==> src/rtl/fifo_rr_arb_if.sv <==
// Bundle between four show-ahead FIFOs, the round-robin arbiter and its downstream sink.
// No storage and no latency: this is wiring only.
// Backpressure: the sink's out_ready throttles the arbiter's pops.
interface fifo_rr_arb_if #(
  parameter int DataWidth = 8
);
  logic [4*DataWidth-1:0] din;
  logic [3:0]             empty;
  logic [3:0]             port_en;
  logic                   out_ready;
  logic [3:0]             rd_en;
  logic [DataWidth-1:0]   out_data;
  logic                   out_valid;
  logic [1:0]             out_src;
  logic                   busy;

  // Arbiter side.
  modport slave (
    input  din, empty, port_en, out_ready,
    output rd_en, out_data, out_valid, out_src, busy
  );

  // FIFO and sink side.
  modport master (
    output din, empty, port_en, out_ready,
    input  rd_en, out_data, out_valid, out_src, busy
  );
endinterface

==> src/rtl/fifo_rr_arb.sv <==
// Round-robin burst arbiter that pops four show-ahead FIFOs into a single registered output word.
// Latency: an eligible port seen in IDLE is popped the next cycle, and the word is on out_data the cycle after.
// Backpressure: a pop happens only when the output register is free or being drained; out_ready=0 stalls without ending the burst.
module fifo_rr_arb #(
  parameter int DataWidth = 8,
  parameter int MaxBurst  = 4
) (
  input logic          rd_clk,
  input logic          rst,
  fifo_rr_arb_if.slave bus
);

  typedef enum logic {IDLE, BURST} state_e;

  localparam logic [3:0] LastCnt = 4'(MaxBurst - 1);

  state_e               state_q, state_d;
  logic [1:0]           gnt_q, gnt_d;
  logic [1:0]           last_gnt_q, last_gnt_d;
  logic [3:0]           burst_cnt_q, burst_cnt_d;
  logic [DataWidth-1:0] out_data_q, out_data_d;
  logic [1:0]           out_src_q, out_src_d;
  logic                 out_valid_q, out_valid_d;

  logic [3:0]           elig;
  logic                 can_load;
  logic                 pop;
  logic [1:0]           pick;
  logic                 any_elig;
  logic [DataWidth-1:0] head;

  assign elig     = ~bus.empty & bus.port_en;
  assign can_load = !out_valid_q || bus.out_ready;
  assign head     = bus.din[int'(gnt_q)*DataWidth +: DataWidth];

  // Rotating search for the next eligible port, starting just after the last grant.
  always_comb begin
    pick     = last_gnt_q;
    any_elig = 1'b0;
    for (int i = 1; i <= 4; i++) begin
      if (!any_elig && elig[last_gnt_q + 2'(i)]) begin
        pick     = last_gnt_q + 2'(i);
        any_elig = 1'b1;
      end
    end
  end

  // Next-state and output-register logic; a pop always coincides with capture into out_data.
  always_comb begin
    state_d     = state_q;
    gnt_d       = gnt_q;
    last_gnt_d  = last_gnt_q;
    burst_cnt_d = burst_cnt_q;
    out_data_d  = out_data_q;
    out_src_d   = out_src_q;
    out_valid_d = out_valid_q;
    pop         = 1'b0;

    case (state_q)
      IDLE: begin
        if (any_elig) begin
          gnt_d       = pick;
          burst_cnt_d = '0;
          state_d     = BURST;
        end
      end
      BURST: begin
        pop = elig[gnt_q] && can_load && !rst;
        if (pop) begin
          burst_cnt_d = burst_cnt_q + 4'd1;
        end
        // A drained or disabled port ends the burst; a pure stall does not.
        if (!elig[gnt_q] || (pop && burst_cnt_q == LastCnt)) begin
          state_d    = IDLE;
          last_gnt_d = gnt_q;
        end
      end
      default: state_d = IDLE;
    endcase

    if (pop) begin
      out_data_d  = head;
      out_src_d   = gnt_q;
      out_valid_d = 1'b1;
    end else if (bus.out_ready && out_valid_q) begin
      out_valid_d = 1'b0;
    end
  end

  // State and output registers; reset drops any held word and re-aims the pointer at port 0.
  always_ff @(posedge rd_clk) begin
    if (rst) begin
      state_q     <= IDLE;
      gnt_q       <= 2'd0;
      last_gnt_q  <= 2'd3;
      burst_cnt_q <= 4'd0;
      out_data_q  <= '0;
      out_src_q   <= 2'd0;
      out_valid_q <= 1'b0;
    end else begin
      state_q     <= state_d;
      gnt_q       <= gnt_d;
      last_gnt_q  <= last_gnt_d;
      burst_cnt_q <= burst_cnt_d;
      out_data_q  <= out_data_d;
      out_src_q   <= out_src_d;
      out_valid_q <= out_valid_d;
    end
  end

  assign bus.rd_en     = pop ? (4'b0001 << gnt_q) : 4'b0000;
  assign bus.out_data  = out_data_q;
  assign bus.out_src   = out_src_q;
  assign bus.out_valid = out_valid_q;
  assign bus.busy      = (state_q == BURST);

endmodule

==> src/flat_wrapper.sv <==
// flat-port wrapper written by rule: the top's interface ports become plain ports
module fifo_rr_arb_flat 
#(
  parameter int DataWidth = 8,
  parameter int MaxBurst  = 4
)
  (rd_clk, rst, bus_din, bus_empty, bus_port_en, bus_out_ready, bus_rd_en, bus_out_data, bus_out_valid, bus_out_src, bus_busy);
  fifo_rr_arb_if #(.DataWidth(DataWidth)) bus_i ();
  input logic rd_clk;
  input logic rst;
  input wire logic [$bits(bus_i.din)-1:0] bus_din;
  input wire logic [$bits(bus_i.empty)-1:0] bus_empty;
  input wire logic [$bits(bus_i.port_en)-1:0] bus_port_en;
  input wire logic [$bits(bus_i.out_ready)-1:0] bus_out_ready;
  output wire logic [$bits(bus_i.rd_en)-1:0] bus_rd_en;
  output wire logic [$bits(bus_i.out_data)-1:0] bus_out_data;
  output wire logic [$bits(bus_i.out_valid)-1:0] bus_out_valid;
  output wire logic [$bits(bus_i.out_src)-1:0] bus_out_src;
  output wire logic [$bits(bus_i.busy)-1:0] bus_busy;
  assign bus_i.din = bus_din;
  assign bus_i.empty = bus_empty;
  assign bus_i.port_en = bus_port_en;
  assign bus_i.out_ready = bus_out_ready;
  assign bus_rd_en = bus_i.rd_en;
  assign bus_out_data = bus_i.out_data;
  assign bus_out_valid = bus_i.out_valid;
  assign bus_out_src = bus_i.out_src;
  assign bus_busy = bus_i.busy;
  fifo_rr_arb #(.DataWidth(DataWidth), .MaxBurst(MaxBurst)) u_core (.rd_clk(rd_clk), .rst(rst), .bus(bus_i));
endmodule
==> config.mk <==
export PLATFORM = sky130hd
export DESIGN_NAME = fifo_rr_arb_flat
export DESIGN_NICKNAME = d
export VERILOG_FILES = /design/src/rtl/fifo_rr_arb_if.sv /design/src/rtl/fifo_rr_arb.sv /design/src/flat_wrapper.sv
export SDC_FILE = /design/constraint.sdc
export NUM_CORES = 1
export LEC_CHECK = 0
export CORE_MARGIN = 2
export CORE_UTILIZATION = 30
export CTS_CLUSTER_DIAMETER = 50
export DETAILED_ROUTE_END_ITERATION = 8
export GPL_TIMING_DRIVEN = 0
export PLACE_DENSITY = 0.67
export SETUP_SLACK_MARGIN = 0.4
export SLEW_MARGIN = 20
export SYNTH_ARGS = -nofsm -noshare
export SYNTH_HDL_FRONTEND = slang
export SYNTH_SLANG_ARGS = --single-unit
==> constraint.sdc <==
create_clock -name rd_clk -period 1.79 [get_ports rd_clk]
set_clock_uncertainty 0.2 [all_clocks]
set_input_delay 0.2685 -clock rd_clk [delete_from_list [all_inputs] [get_ports rd_clk]]
set_output_delay 0.2685 -clock rd_clk [all_outputs]
set_load 0.01 [all_outputs]
==> results by stage <==
Outcome:
- The run finished, with violations left.
- The checks that failed: setup timing.

Global route:
- After global routing the overflow that remains totals 0.
- The initial antenna violation count is 0.
- The global routing stage identified its most utilized layer as met2.
- Entering global routing, the biggest net connects 12 pins.
- The total routing resource utilization after global routing is 18.2%.
- The number of global-route vias before repair is 1362.
- The met1 routing resource usage after global routing is 22.5%.
- The wire length of the first global-routing pass is 6310 um.
- For this run, global-route usage on met3 was measured as 2.67%.
- The met2 routing resource usage after global routing is 32.4%.

Layout:
- The end-of-flow core utilization is 60.1%.
- The area growth from synthesis to layout is 94.8%.
- The antenna diode count is 0.
- For this run, the post-layout net count is 255.
- Of the cells placed in the final design, the portion with a size suffix greater than 1 is 43.3%.

Synth:
- Synthesis inferred 20 register bits.
- The synthesized design devotes to its leading area cell type 32.9% of total area.
- When the netlist entered floorplanning its net count stood at 174.
- After synthesis, the netlist uses 34 different library cells.
- For this run, the number of Yosys warnings is 0.
- After synthesis the cells add up to 0.00122 mm^2.
- The cell type with the largest total area after synthesis is sky130_fd_sc_hd__dfxtp_1.
- Ranked by total cell area, the synthesized netlist is headed by sky130_fd_sc_hd__dfxtp_1 33%, sky130_fd_sc_hd__mux4_2 11%, sky130_fd_sc_hd__mux4_1 8.6%, sky130_fd_sc_hd__a21oi_1 5.8%, sky130_fd_sc_hd__nand3_1 5.8%.
- The post-synthesis sequential area ratio is 32.9%.
- The post-synthesis average cell area is 9.36 um^2.
- The cell count after synthesis came out at 130.

Clocking:
- The cell at the root of the clock tree is sky130_fd_sc_hd__clkbuf_8.
- The longest clock path from root to sink contains 2 buffers.
- CTS built an H-tree with a depth of 1.
- The clock drives 20 sinks.
- TritonCTS created 3 clock buffers.
- After clock tree synthesis, the clock-pin slew on the worst setup and hold paths is 0.08 ns.
- The later-pin clock latency in the skew report is 0.26 ns.
- TritonCTS built the clock tree.

Pwr:
- The clock network fraction of design power is 24.8%.
- Summed over all cells, the static leakage comes to 0.902 nW.
- Net switching is 31.4% of the power.
- Combinational logic is responsible for 41.3% of the overall power.
- In this run the power density over the cells is 599 mW/mm^2.
- The internal power of the cells totals 0.976 mW.
- The switching component of the power is 0.446 mW.
- The sequential share of power is 33.9%.
- The maximum vdd drop is 0.000339 V.

STA:
- The worst slew margin relative to its limit is 56.1%.
- The pin slew with the least headroom to its limit is 0.659 ns.
- The worst path uses 120% of the clock period.
- Counting I/O delays and the setup requirement, the final critical path takes 2.15 ns.
- The final-report max-slew violation count was 0.
- The final-layout setup total negative slack is -4.35 ns.
- Setup violations remaining at the end of the flow were counted as 21.
- The hold violation total from the final report is 0.
- Derived from the worst setup path, the maximum achievable clock frequency is 465 MHz.
- Setup repair after global routing could not meet its margin everywhere.
- After layout, the worst setup slack is -0.361 ns.

Setup path:
- Data on the critical path is required at its endpoint by 1.32 ns.
- Data on the critical path arrives at its endpoint at 1.68 ns.
- The end of the worst register-to-register path is u_core.burst_cnt_q[2].
- The start-to-end type of the worst setup path is reg2out.
- For the worst flop-to-flop path, the logic depth is 5.
- The peak fanout along the critical path is 4.
- The worst register-to-register path begins at u_core.gnt_q[0].
- STA classifies the critical path startpoint as a flip-flop.
- The setup check on the worst reg-to-reg path leaves a slack of -0.35 ns.
- The kind of capture point of the worst setup path is an output pin.

Floorplan:
- During I/O placement, the number of pins put on the boundary was 59.
- The floorplan step defined a die boundary enclosing 0.00458 mm^2.
- The chip width is 67.7 um.
- After floorplanning, the core was sized to cover 0.00394 mm^2.
- Measured along the y axis, the die boundary spans 67.7 um.
- For this configuration, the core starts out at a cell density of 30.9%.
- The number of rows created at floorplan is 23.

Min path:
- The start point of the worst hold path is rst.
- The min-delay analysis places its worst path in the category in2reg.
- Along the worst hold path, the cell count comes to 2.
- The path with the worst hold slack has its endpoint at u_core.bus.out_data[0].

Routing:
- The total routed wirelength is 4430 um.
- After detailed routing, the number of vias per cell comes to 5.41.
- In the final routed layout, each cell accounts on average for 17.0 um.
- In this run the remaining antenna-violating nets after routing total 0.
- The final route contains 1407 vias.
- The first TritonRoute pass finished after 4 iterations.
- The number of DRC markers after the initial detailed-route iteration is 40.
- In the routed design, unresolved DRC markers number 0.

Placement:
- The final estimated routing congestion in global placement is 0.774.
- The setup slack at placement is -1.01 ns.
- The count of input and output buffers is 57.
- Once detailed placement completed, the half-perimeter wirelength came to 2910 um.

Run:
- Across the run, the number of max-cap violations was 0.
cells in the mapped netlist:
| library cell | n |
|---|---|
| sky130_fd_sc_hd__a211oi_1 | 1 |
| sky130_fd_sc_hd__a21boi_1 | 1 |
| sky130_fd_sc_hd__a21oi_1 | 14 |
| sky130_fd_sc_hd__a221oi_1 | 1 |
| sky130_fd_sc_hd__a31oi_1 | 2 |
| sky130_fd_sc_hd__a41oi_1 | 1 |
| sky130_fd_sc_hd__and2_1 | 1 |
| sky130_fd_sc_hd__and3_1 | 3 |
| sky130_fd_sc_hd__buf_6 | 1 |
| sky130_fd_sc_hd__clkbuf_1 | 10 |
| sky130_fd_sc_hd__dfxtp_1 | 20 |
| sky130_fd_sc_hd__ha_1 | 1 |
| sky130_fd_sc_hd__inv_1 | 5 |
| sky130_fd_sc_hd__inv_2 | 1 |
| sky130_fd_sc_hd__mux2i_1 | 2 |
| sky130_fd_sc_hd__mux4_1 | 4 |
| sky130_fd_sc_hd__mux4_2 | 6 |
| sky130_fd_sc_hd__nand2_1 | 3 |
| sky130_fd_sc_hd__nand2b_1 | 2 |
| sky130_fd_sc_hd__nand2b_4 | 3 |
| sky130_fd_sc_hd__nand3_1 | 14 |
| sky130_fd_sc_hd__nand3b_1 | 1 |
| sky130_fd_sc_hd__nand4_1 | 1 |
| sky130_fd_sc_hd__nor2_1 | 5 |
| sky130_fd_sc_hd__nor2b_1 | 4 |
| sky130_fd_sc_hd__nor3_1 | 2 |
| sky130_fd_sc_hd__nor3b_1 | 1 |
| sky130_fd_sc_hd__o21ai_0 | 10 |
| sky130_fd_sc_hd__o21ai_1 | 2 |
| sky130_fd_sc_hd__o221ai_1 | 2 |
| sky130_fd_sc_hd__o22ai_1 | 2 |
| sky130_fd_sc_hd__o31ai_1 | 1 |
| sky130_fd_sc_hd__o41ai_1 | 2 |
| sky130_fd_sc_hd__or4_1 | 1 |
logic make-up (layout without fill, tap and decap cells):
family,after synthesis,after routing,synth area share [%]
AO/OA/AOI/OAI,39,39,18.9
adder cells (fa/ha/maj),1,1,1.03
buffers and inverters,17,97,5.86
flip-flops,20,20,32.9
multiplexers,12,12,21.4
AND/OR/NAND/NOR,41,41,19.9
layout by cell type, fill, tap and decap left out, drive strengths merged, types with 3 or more instances in the layout:
cell type / Yosys / layout
dlygate4sd2: 0 / 15
mux4: 10 / 10
inv: 6 / 6
buf: 1 / 26
nand2b: 5 / 5
nand3: 14 / 14
nor2: 5 / 5
a21oi: 14 / 14
o21ai: 12 / 12
clkdlybuf4s50: 0 / 33
dfxtp: 20 / 20
clkbuf: 10 / 15
and3: 3 / 3
nand2: 3 / 3
nor2b: 4 / 4
sequential cells by signal, summed over array words and instances (netlist names):
register / flops
u_core.bus.out_valid: 1
u_core.gnt_q: 2
u_core.burst_cnt_q: 4
u_core.bus.busy: 1
u_core.bus.out_data: 8
u_core.last_gnt_q: 2
u_core.bus.out_src: 2
worst max-delay path, cell delays in order, from the launching register on:
cell	delay, ns
sky130_fd_sc_hd__dfxtp_2	0.33
sky130_fd_sc_hd__buf_6	0.10
sky130_fd_sc_hd__mux4_2	0.56
sky130_fd_sc_hd__nor2_4	0.14
sky130_fd_sc_hd__and3_4	0.19
sky130_fd_sc_hd__buf_6	0.09
final cells by class:
| cell class | count | area [um^2] |
|---|---|---|
| inverter | 6 | 22.5 |
| tap | 50 | 62.6 |
| buffer | 11 | 91.3 |
| timing repair buffer | 76 | 707 |
| clock buffer | 4 | 55.1 |
| multi-input combinational | 93 | 1020 |
| fill | 311 | 1570 |
| sequential | 20 | 408 |
routing by layer:
layer | vias to the layer above | routed length, um
met1 | 691 | 1730
met3 | 11 | 193
met5 | - | 0
met2 | 46 | 2430
met4 | 0 | 74
li1 | 659 | -
power groups by stage:
| stage | logic, mW | clock network (mW) | registers, mW |
|---|---|---|---|
| 3_3_place_gp | 0.386 | 0 | 0.492 |
| 5_1_grt | 0.617 | 0.371 | 0.484 |
| 3_5_place_dp | 0.397 | 0 | 0.493 |
| 4_1_cts | 0.503 | 0.351 | 0.485 |
| 2_1_floorplan | 0.230 | 0 | 0.493 |
| 6_report | 0.587 | 0.352 | 0.482 |
how the worst max path moves through the flow:
stage	start	endpoint	slack (ns)
floorplan	u_core.gnt_q[0]	u_core.burst_cnt_q[2]	-0.1
global placement	bus_port_en[3]	bus_rd_en[3]	-0.97
detailed placement	bus_port_en[0]	bus_rd_en[1]	-1.01
CTS	u_core.gnt_q[0]	bus_rd_en[2]	-0.31
global route	u_core.gnt_q[0]	bus_rd_en[3]	-0.40
finish	u_core.gnt_q[0]	bus_rd_en[3]	-0.36
what timing repair did:
action	CTS	global route
gates resized for setup	84	33
pin swaps	9	13
cloned	1	0
hold buffers	0	0
setup endpoints to repair	36	26
buffers inserted	13	5
per-stage QoR:
stage / cell area [um^2] / cells / total power, mW / hold slack [ns]
floorplan: 1290 / 130 / 0.724 / 0.235
global placement: 1920 / 237 / 0.878 / 0.255
detailed placement: 1920 / 237 / 0.890 / 0.268
CTS: 2230 / 255 / 1.34 / 0.165
global route: 2370 / 260 / 1.47 / 0.178
finish: 2370 / 260 / 1.42 / 0.169
Note: power is estimated with default switching activity, not from simulation.
